File: config.mk
export PLATFORM = sky130hd
export DESIGN_NAME = eq_biquad_scheduler
export DESIGN_NICKNAME = d
export VERILOG_FILES = /design/src/rtl/eq_biquad_scheduler_pkg.sv /design/src/rtl/eq_biquad_scheduler_mac.sv /design/src/rtl/eq_biquad_scheduler.sv
export SDC_FILE = /design/constraint.sdc
export NUM_CORES = 2
export LEC_CHECK = 0
export CAP_MARGIN = 40
export CORE_AREA = 2 2 411 413
export DETAILED_ROUTE_END_ITERATION = 7
export DIE_AREA = 0 0 413 415
export GPL_ROUTABILITY_DRIVEN = 0
export GPL_TIMING_DRIVEN = 0
export HOLD_SLACK_MARGIN = 0.12
export PLACE_DENSITY = 0.67
export SLEW_MARGIN = 0
export SYNTH_ARGS = -nofsm -noshare
export SYNTH_HDL_FRONTEND = slang
export SYNTH_SLANG_ARGS = --single-unit
File: constraint.sdc
create_clock -name clock -period 31.6 [get_ports clock]
set_clock_uncertainty 0.1 [all_clocks]
set_input_delay 3.16 -clock clock [delete_from_list [all_inputs] [get_ports clock]]
set_output_delay 3.16 -clock clock [all_outputs]
set_load 0.02 [all_outputs]
File: src/rtl/eq_biquad_scheduler_pkg.sv
// Shared Q-format constants, saturation limits, config select codes and FSM states
// for the time-multiplexed biquad equalizer.
package eq_biquad_scheduler_pkg;

    localparam int decim = 14;
    localparam int magn  = 8;
    localparam int N     = decim + magn + 1;
    localparam int NTAPS = 5;

    localparam logic signed [N-1:0] SAT_MAX = {1'b0, {(N-1){1'b1}}};
    localparam logic signed [N-1:0] SAT_MIN = {1'b1, {(N-1){1'b0}}};

    localparam logic [2:0] SEL_B0   = 3'd0;
    localparam logic [2:0] SEL_B1   = 3'd1;
    localparam logic [2:0] SEL_B2   = 3'd2;
    localparam logic [2:0] SEL_A1   = 3'd3;
    localparam logic [2:0] SEL_A2   = 3'd4;
    localparam logic [2:0] SEL_GAIN = 3'd5;

    typedef enum logic [1:0] {
        ST_IDLE = 2'd0,
        ST_TAP  = 2'd1,
        ST_GAIN = 2'd2,
        ST_DONE = 2'd3
    } state_t;

endpackage

File: src/rtl/eq_biquad_scheduler_mac.sv
// Shared signed N x N multiplier with a wide accumulator; the product is also exported
// so the scheduler can reuse the multiplier for the gain stage.
module eq_biquad_scheduler_mac
    import eq_biquad_scheduler_pkg::*;
#(
    parameter int ACC_W = 2 * N + 3
) (
    input  logic                    clock,
    input  logic                    reset,
    input  logic                    clr,
    input  logic                    add,
    input  logic signed [N-1:0]     a,
    input  logic signed [N-1:0]     b,
    output logic signed [2*N-1:0]   prod,
    output logic signed [ACC_W-1:0] acc
);

    logic signed [2*N-1:0] a_ext;
    logic signed [2*N-1:0] b_ext;

    assign a_ext = {{N{a[N-1]}}, a};
    assign b_ext = {{N{b[N-1]}}, b};
    assign prod  = a_ext * b_ext;

    always_ff @(posedge clock or negedge reset) begin
        if (!reset) begin
            acc <= '0;
        end else if (clr) begin
            acc <= '0;
        end else if (add) begin
            acc <= acc + {{(ACC_W-2*N){prod[2*N-1]}}, prod};
        end
    end

endmodule

File: src/rtl/eq_biquad_scheduler.sv
// Runs NUM_BANDS biquad bands one product per cycle on a single MAC, weights each band
// by its gain and emits the summed, saturated equalized sample.
module eq_biquad_scheduler
    import eq_biquad_scheduler_pkg::*;
#(
    parameter  int NUM_BANDS = 4,
    localparam int BW        = (NUM_BANDS > 1) ? $clog2(NUM_BANDS) : 1
) (
    input  logic                clock,
    input  logic                reset,
    input  logic                sample_valid,
    input  logic signed [N-1:0] DataIn,
    output logic signed [N-1:0] DataOut,
    output logic                out_valid,
    output logic                busy,
    output logic                overrun,
    input  logic                overrun_clr,
    input  logic                cfg_we,
    input  logic [BW-1:0]       cfg_band,
    input  logic [2:0]          cfg_sel,
    input  logic signed [N-1:0] cfg_data,
    output logic                cfg_ready
);

    localparam int ACC_W = 2 * N + 3;
    localparam int SUM_W = 2 * N + BW + 1;
    localparam int WIDE  = 2 * N + BW + 3;

    function automatic logic signed [N-1:0] sat_n(input logic signed [WIDE-1:0] v);
        logic signed [WIDE-1:0] hi;
        logic signed [WIDE-1:0] lo;
        hi = {{(WIDE-N){SAT_MAX[N-1]}}, SAT_MAX};
        lo = {{(WIDE-N){SAT_MIN[N-1]}}, SAT_MIN};
        if (v > hi)      sat_n = SAT_MAX;
        else if (v < lo) sat_n = SAT_MIN;
        else             sat_n = v[N-1:0];
    endfunction

    state_t                  state, state_nx;
    logic [BW-1:0]           band;
    logic [2:0]              tap;
    logic signed [N-1:0]     coef [NUM_BANDS][NTAPS];
    logic signed [N-1:0]     gain [NUM_BANDS];
    logic signed [N-1:0]     u, u1, u2;
    logic signed [N-1:0]     y1 [NUM_BANDS];
    logic signed [N-1:0]     y2 [NUM_BANDS];
    logic signed [SUM_W-1:0] sum;
    logic signed [N-1:0]     mac_a, mac_b;
    logic                    mac_clr, mac_add;
    logic signed [2*N-1:0]   prod;
    logic signed [ACC_W-1:0] acc;
    logic signed [ACC_W-1:0] acc_sh;
    logic signed [SUM_W-1:0] sum_sh;
    logic signed [N-1:0]     yk;
    logic                    last_band;
    logic                    band_ok;
    logic                    cfg_hit;

    assign busy      = (state != ST_IDLE);
    assign cfg_ready = (state == ST_IDLE);
    assign last_band = (band == BW'(NUM_BANDS - 1));
    assign acc_sh    = acc >>> decim;
    assign sum_sh    = sum >>> decim;
    assign yk        = sat_n({{(WIDE-ACC_W){acc_sh[ACC_W-1]}}, acc_sh});

    if ((2 ** BW) == NUM_BANDS) begin : g_band_full
        assign band_ok = 1'b1;
    end else begin : g_band_part
        assign band_ok = (cfg_band < BW'(NUM_BANDS));
    end
    assign cfg_hit = cfg_we && cfg_ready && band_ok;

    eq_biquad_scheduler_mac #(.ACC_W(ACC_W)) u_mac (
        .clock (clock),
        .reset (reset),
        .clr   (mac_clr),
        .add   (mac_add),
        .a     (mac_a),
        .b     (mac_b),
        .prod  (prod),
        .acc   (acc)
    );

    // The gain stage borrows the multiplier: yk * gain is taken from prod while acc clears.
    always_comb begin
        state_nx = state;
        mac_a    = '0;
        mac_b    = '0;
        mac_clr  = 1'b0;
        mac_add  = 1'b0;
        case (state)
            ST_IDLE: begin
                if (sample_valid) begin
                    state_nx = ST_TAP;
                    mac_clr  = 1'b1;
                end
            end
            ST_TAP: begin
                mac_add = 1'b1;
                mac_a   = coef[band][tap];
                case (tap)
                    3'd0:    mac_b = u;
                    3'd1:    mac_b = u1;
                    3'd2:    mac_b = u2;
                    3'd3:    mac_b = y1[band];
                    default: mac_b = y2[band];
                endcase
                if (tap == 3'(NTAPS - 1)) state_nx = ST_GAIN;
            end
            ST_GAIN: begin
                mac_a    = yk;
                mac_b    = gain[band];
                mac_clr  = 1'b1;
                state_nx = last_band ? ST_DONE : ST_TAP;
            end
            default: state_nx = ST_IDLE;
        endcase
    end

    always_ff @(posedge clock or negedge reset) begin
        if (!reset) begin
            state     <= ST_IDLE;
            band      <= '0;
            tap       <= '0;
            out_valid <= 1'b0;
            overrun   <= 1'b0;
        end else begin
            state     <= state_nx;
            out_valid <= (state == ST_DONE);
            if (sample_valid && busy) overrun <= 1'b1;
            else if (overrun_clr)     overrun <= 1'b0;
            case (state)
                ST_IDLE: begin
                    band <= '0;
                    tap  <= '0;
                end
                ST_TAP:  tap  <= (tap == 3'(NTAPS - 1)) ? 3'd0 : tap + 3'd1;
                ST_GAIN: band <= band + 1'b1;
                default: ;
            endcase
        end
    end

    always_ff @(posedge clock or negedge reset) begin
        if (!reset) begin
            for (int b = 0; b < NUM_BANDS; b++) begin
                gain[b] <= '0;
                for (int t = 0; t < NTAPS; t++) coef[b][t] <= '0;
            end
        end else if (cfg_hit) begin
            if (cfg_sel <= SEL_A2)        coef[cfg_band][cfg_sel] <= cfg_data;
            else if (cfg_sel == SEL_GAIN) gain[cfg_band]          <= cfg_data;
        end
    end

    // Input history shifts only once a sample completes, so all bands see the same u1/u2.
    always_ff @(posedge clock or negedge reset) begin
        if (!reset) begin
            u       <= '0;
            u1      <= '0;
            u2      <= '0;
            sum     <= '0;
            DataOut <= '0;
            for (int b = 0; b < NUM_BANDS; b++) begin
                y1[b] <= '0;
                y2[b] <= '0;
            end
        end else begin
            case (state)
                ST_IDLE: begin
                    if (sample_valid) begin
                        u   <= DataIn;
                        sum <= '0;
                    end
                end
                ST_GAIN: begin
                    y2[band] <= y1[band];
                    y1[band] <= yk;
                    sum      <= sum + {{(SUM_W-2*N){prod[2*N-1]}}, prod};
                end
                ST_DONE: begin
                    DataOut <= sat_n({{(WIDE-SUM_W){sum_sh[SUM_W-1]}}, sum_sh});
                    u2      <= u1;
                    u1      <= u;
                end
                default: ;
            endcase
        end
    end

endmodule

[Word level (Yosys, flattened, before mapping)]
Index checks and enable logic that the tools add are counted.
W data, S select, Z words.
Word-level totals
  bits in registers: 935
  logic and storage cells: 143
  output and inout bits: 27
  bits of input ports: 56
Operators by class
  mux-type cells: 50
  $lt $le $gt $ge: 12
  multipliers: 1
  bitwise logic cells: 5
  equality and inequality tests: 11
  $add $sub $neg: 4
  reductions and logical operators: 17
Operators with widths (number)
  $bwmux W460: 1
  $mux W115: 3
  $mux W23: 15
  $bwmux W92: 3
  $bmux W115 S2: 1
  $demux W115 S2: 1
  $mux W49: 3
  $bmux W23 S2: 3
  $add A49 B49 Y49: 2
  $pmux W49 S2: 1
  $demux W23 S2: 2
  $pmux W23 S2: 2
  $pmux W23 S4: 1
  $gt A35 B23 Y1 const B: 2
  $lt A35 B23 Y1 const B: 2
  $bmux W23 S3: 1
  $demux W23 S3: 1
  $mul A23 B23 Y46: 1
  $reduce_bool A2 Y1: 5
  $ge A4 B4 Y1 const B: 2
  $not A3 Y4: 2
  $reduce_and A2 Y1: 4
  $eq A2 B2 Y1 const B: 3
  $eq A3 B2 Y1 const B: 2
  other kinds (23): 37

[Depth between registers and ports, before layout]
  depth in word-level cells: 12
  depth in mapped cells: 52
  gate-level depth less buffers: 46

[Cells and area by module]
A second synthesis with hierarchy kept.
Second synthesis, totals
  cells, all modules: 5857
  area, all modules: 66662.7 µm²
Modules (own cells, without submodules)
  eq_biquad_scheduler: area each 42284.3 µm², cells an instance 3148, seq. area each 22171.3 µm², times used 1
  eq_biquad_scheduler_mac: area each 24378.4 µm², cells an instance 2709, seq. area each 1226.2 µm², times used 1

[Worst setup path after synthesis]
Ideal clock, no wire load.
  path kind: reg2reg
  start: register tap[1]
  end: register u_mac.acc[48]
  library setup time: 0.120 ns
  path slack: 20.314 ns
  path buffers: 6
  arrival time: 11.066 ns
  required time: 31.380 ns
  clock period less this slack: 11.286 ns
  cell stages (with the launch flop): 50
  cell sequence: dfrtp_1 clkinv_1 buf_2 buf_1 ha_1 clkbuf_1 clkbuf_1 a21oi_1 nand2_1 a21oi_1 o21ai_0 and2_1 clkbuf_1 nand2_1 fa_1 inv_1 fa_1 inv_1 [... 14 more ...] o22ai_1 o21a_1 o31ai_1 o211ai_1 o21ai_1 xnor2_1 ha_1 clkbuf_1 a21o_1 a21oi_1 o21bai_1 a21o_1 a21oi_1 o21ai_0 o41ai_1 xnor2_1 a21oi_1 a31o_1
On the way
  cells in the longest elaborated chain, start to end: 9
  elaborated cells on any way between the ends: 15
  classes of those cells: 1 x add/sub; 1 x mul; 3 x eq/ne; 8 x mux; 1 x bitwise; 1 x reduce/logical
Ends and longest elaborated chain
  start, declared: line eq_biquad_scheduler.sv:41  | logic [2:0] tap;
  start signal, assigned: line eq_biquad_scheduler.sv:137  | ST_TAP: tap <= (tap == 3'(NTAPS - 1)) ? 3'd0 : tap + 3'd1;
  $not A3 Y4 (not written as such): line eq_biquad_scheduler.sv:100  | mac_a = coef[band][tap];
  $bmux W23 S3: line eq_biquad_scheduler.sv:100
  $mux W23 (not written as such) (2 in series): line eq_biquad_scheduler.sv:100
  $pmux W23 S2: line eq_biquad_scheduler.sv:91  | case (state)
  $mul A23 B23 Y46 (*): line eq_biquad_scheduler_mac.sv:23  | assign prod = a_ext * b_ext;
  $add A49 B49 Y49 (*): line eq_biquad_scheduler_mac.sv:31  | acc <= acc + {{(ACC_W-2*N){prod[2*N-1]}}, prod};
  $mux W49 (*): line eq_biquad_scheduler_mac.sv:30  | end else if (add) begin
  $mux W49 (*): line eq_biquad_scheduler_mac.sv:28  | end else if (clr) begin
  end signal, assigned: line eq_biquad_scheduler_mac.sv:31
  end, declared: line eq_biquad_scheduler_mac.sv:15  | output logic signed [ACC_W-1:0] acc
Every way passes the cells marked *; elsewhere a longest branch is shown, timed or not. The select of a mux whose other input is x is not followed.
A chain may end at the register's enable or synchronous reset.

[Worst setup path after layout]
Same ends and word-level chain as after synthesis.

==> qor.yml <==
worst_setup_path:
  r2r_start: "tap[1]"
  critical_path_class: "register to register"
  worstSetupStartpointType: "register"
  crit_family: "compound AO/OA/AOI/OAI gates"
  max_stage_delay_ns: 0.69
  worstRegToRegCells: 48
  cp-end-kind: "register"
  crit_fanout: 10
  rr_endpoint: "u_mac.acc[48]"
  reg2reg_slack_ns: 15.99
  crit_buf_inv: 12
  critical-path-slowest-cell: "o21ai_0"
  cpMostUsedCell: "fa_1"
  worstPathRequired_ns: 32.05
  worstPathArrival_ns: 16.07
die:
  num_io_pins: 83
  initial_utilization_pct: 39.8
  die_area_um2: 171000
  std_cell_rows: 150
  die_w_um: 413
  core_um2: 167000
  chipHeight_um: 415
synth:
  yosysWarnings: 0
  synth-async-reset-ratio_pct: 100
  synth.area.top_cells: "dfrtp_1 (35%), fa_1 (17%), mux2_2 (12%)"
  syn_nets: 6759
  synth_cell_types: 93
  ys.flop_type: "dfrtp_1"
  synth-seq-cells: 935
  synth_top_area_cell: "dfrtp_1"
  synth_common_cells: "dfrtp_1 (935), inv_1 (729), mux2_2 (719)"
  netlist_area_um2: 66400
  synth.most_common_cell: "dfrtp_1"
  synth-edff-count: 0
  synth_top_area_share_pct: 35.2
  avgSynthCellArea_um2: 11.3
  ys_seq_area_share_pct: 35.2
  syn-instance-count: 5902
global_routing:
  grtUsageMet1_pct: 31.5
  antenna_found_initial: 14
  met3_usage_pct: 7.03
  grt_max_degree: 124
  busiest_layer: "met2"
  grtUsageTotal_pct: 24.4
  grt_overflow: 0
  grt_util_met2_pct: 37.2
  grt_pass1_wl_mm: 314
  grt_pass1_vias: 49900
clock_tree:
  cts_buffers: 91
  clock_latency_ns: 0.72
  clk_pin_slew_ns: 0.07
  cts_resized: 0
  cts_tree: "yes"
  clock_path_buffers: 3
  root_buffer: "clkbuf_16"
  clkSinkCount: 935
  cts_hold_buf: 0
  htree_num_levels: 3
  postCtsSetupBuffers: 0
placement:
  portBuffers: 82
  dp_hpwl_mm: 160
  place_ws_ns: 16.46
layout:
  drive_gt1_share_pct: 20.4
  syn2layout_area_growth_pct: 11.7
  post-route-util_pct: 44.5
  multiInputGateArea_um2: 38700
  nFillCells: 15400
  nets: 7021
  seqCellArea_um2: 23400
route:
  wirelength_mm: 208
  drtIter0Drc: 4630
  vias: 48500
  wire_per_inst_um: 24.6
  dr.pass1.iters: 8
  vias_per_cell: 5.74
  ant_nets: 0
  drc: 0
worst_hold_path:
  min_path_cells: 2
  hold_class: "register to register"
  min_delay_worst_endpoint: "y1[36]"
  worstHoldStart: "y1[36]"
timing:
  worst_pin_slew_ns: 1.01
  rsz0062_at_grt: "false"
  relSlewSlack_pct: 33.0
  fin_crit_sh_pct: 49.4
  timing.fmax_mhz: 64.1
  tns_ns: 0
  setup_ws_ns: 15.99
  period_needed_ns: 15.61
  slew_violations: 0
  setup_viol: 0
  hold_viol: 0
flow_run:
  max-cap-violations: 0
power_and_ir_drop:
  peakVddDrop_mv: 0.0718
  power_leakage_nw: 35.8
  pwr_density_cell_nw_per_um2: 113
status:
  status: "finished clean"
cell type report:
type                    count  area share [%]
inverters                 731            3.70
clock buffers             130            3.55
plain buffers             363            2.11
diodes                     10          0.0337
flip-flops and latches    935            31.5
multi-input cells        3873            52.2
well taps                2204            3.72
repair buffers            169            2.54
clock inverters            32           0.631
power breakdown:
group          switching (mW)  leakage [nW]  internal, mW  total [mW]
clock                   0.503          1.51         0.643        1.15
sequential              0.227          12.4          1.59        1.82
combinational            3.43          21.9          1.96        5.39
routing by layer:
layer,up-vias,wire (µm)
met3,670,20700
li1,20400,-
met2,2404,93600
met1,25000,80700
met5,-,92
met4,6,12900
kinds of logic (layout without fill, tap and decap cells):
logic type / count (synthesis) / in the layout / synth area share (%)
simple gates: 1184 / 1184 / 7.91
other cells: 0 / 10 / 0
xor+xnor: 127 / 127 / 1.68
buf+inv: 1094 / 1425 / 6.49
mux: 959 / 959 / 19.7
fa+ha+maj: 801 / 801 / 21.5
flops: 935 / 935 / 35.2
compound gates: 802 / 802 / 7.46
tightest hold or removal path: cells and delay by family, from the launching register on:
| kind | cells | cell delay [ns] |
|---|---|---|
| flip-flops | 1 | 0.34 |
| AO/OA/AOI/OAI | 1 | 0.06 |
| AND/OR/NAND/NOR | 1 | 0.04 |
sequential cells by signal (all words and copies together), names as in the netlist:
name and cells:
state 2, coef 460, sum 49, u1 23, DataOut 23, out_valid 1, gain 92, overrun 1
tap 3, u 23, u2 23, u_mac.acc 49, y1 92, y2 92, band 2
cells in the final DEF (no fill, tap or decap), types with 23 or more instances in the layout:
| cell | Yosys | routed |
|---|---|---|
| dfrtp_1 | 935 | 935 |
| inv_1 | 729 | 729 |
| mux2_2 | 719 | 719 |
| fa_1 | 568 | 568 |
| nand2_1 | 535 | 535 |
| nor2_1 | 289 | 289 |
| clkbuf_1 | 251 | 270 |
| o21ai_0 | 246 | 244 |
| ha_1 | 233 | 233 |
| mux4_2 | 207 | 207 |
| a21oi_1 | 193 | 192 |
| and3_1 | 100 | 100 |
| clkbuf_16 | 0 | 92 |
| xnor2_1 | 83 | 83 |
| nand3_1 | 81 | 81 |
| clkdlybuf4s50_1 | 0 | 81 |
| a21o_1 | 75 | 75 |
| buf_2 | 57 | 62 |
| xor2_1 | 44 | 44 |
| buf_4 | 18 | 42 |
| o22ai_1 | 42 | 42 |
| o21ai_1 | 35 | 37 |
| buf_6 | 3 | 35 |
| nor2b_1 | 33 | 33 |
| mux2i_1 | 33 | 33 |
| o21a_1 | 31 | 31 |
| buf_1 | 30 | 30 |
| nand2b_1 | 26 | 26 |
| nor3_1 | 26 | 26 |
| a22oi_1 | 24 | 24 |
| clkbuf_8 | 4 | 23 |
stage by stage:
stage          hold slack [ns]  instance area (µm²)  cells  power, mW
2_1_floorplan            0.345                66400   5902       5.23
4_1_cts                  0.380                74100   8432       8.23
6_report                 0.381                74200   8447       8.36
5_1_grt                  0.393                74200   8438       8.88
3_3_place_gp             0.357                70000   8188       6.88
3_5_place_dp             0.365                71000   8270       7.07
how the worst max path moves through the flow:
stage	endpoint	startpoint	depth (start not counted)	slack, ns
floorplan	u_mac.acc[48]	tap[1]	49	20.31
global placement	coef[331]	reset	1	-14.30
detailed placement	u_mac.acc[48]	tap[1]	47	16.46
CTS	u_mac.acc[48]	tap[1]	47	16.38
global route	u_mac.acc[48]	tap[1]	48	15.48
finish	u_mac.acc[48]	tap[1]	48	15.99
Power figures use the tool's default switching activity.
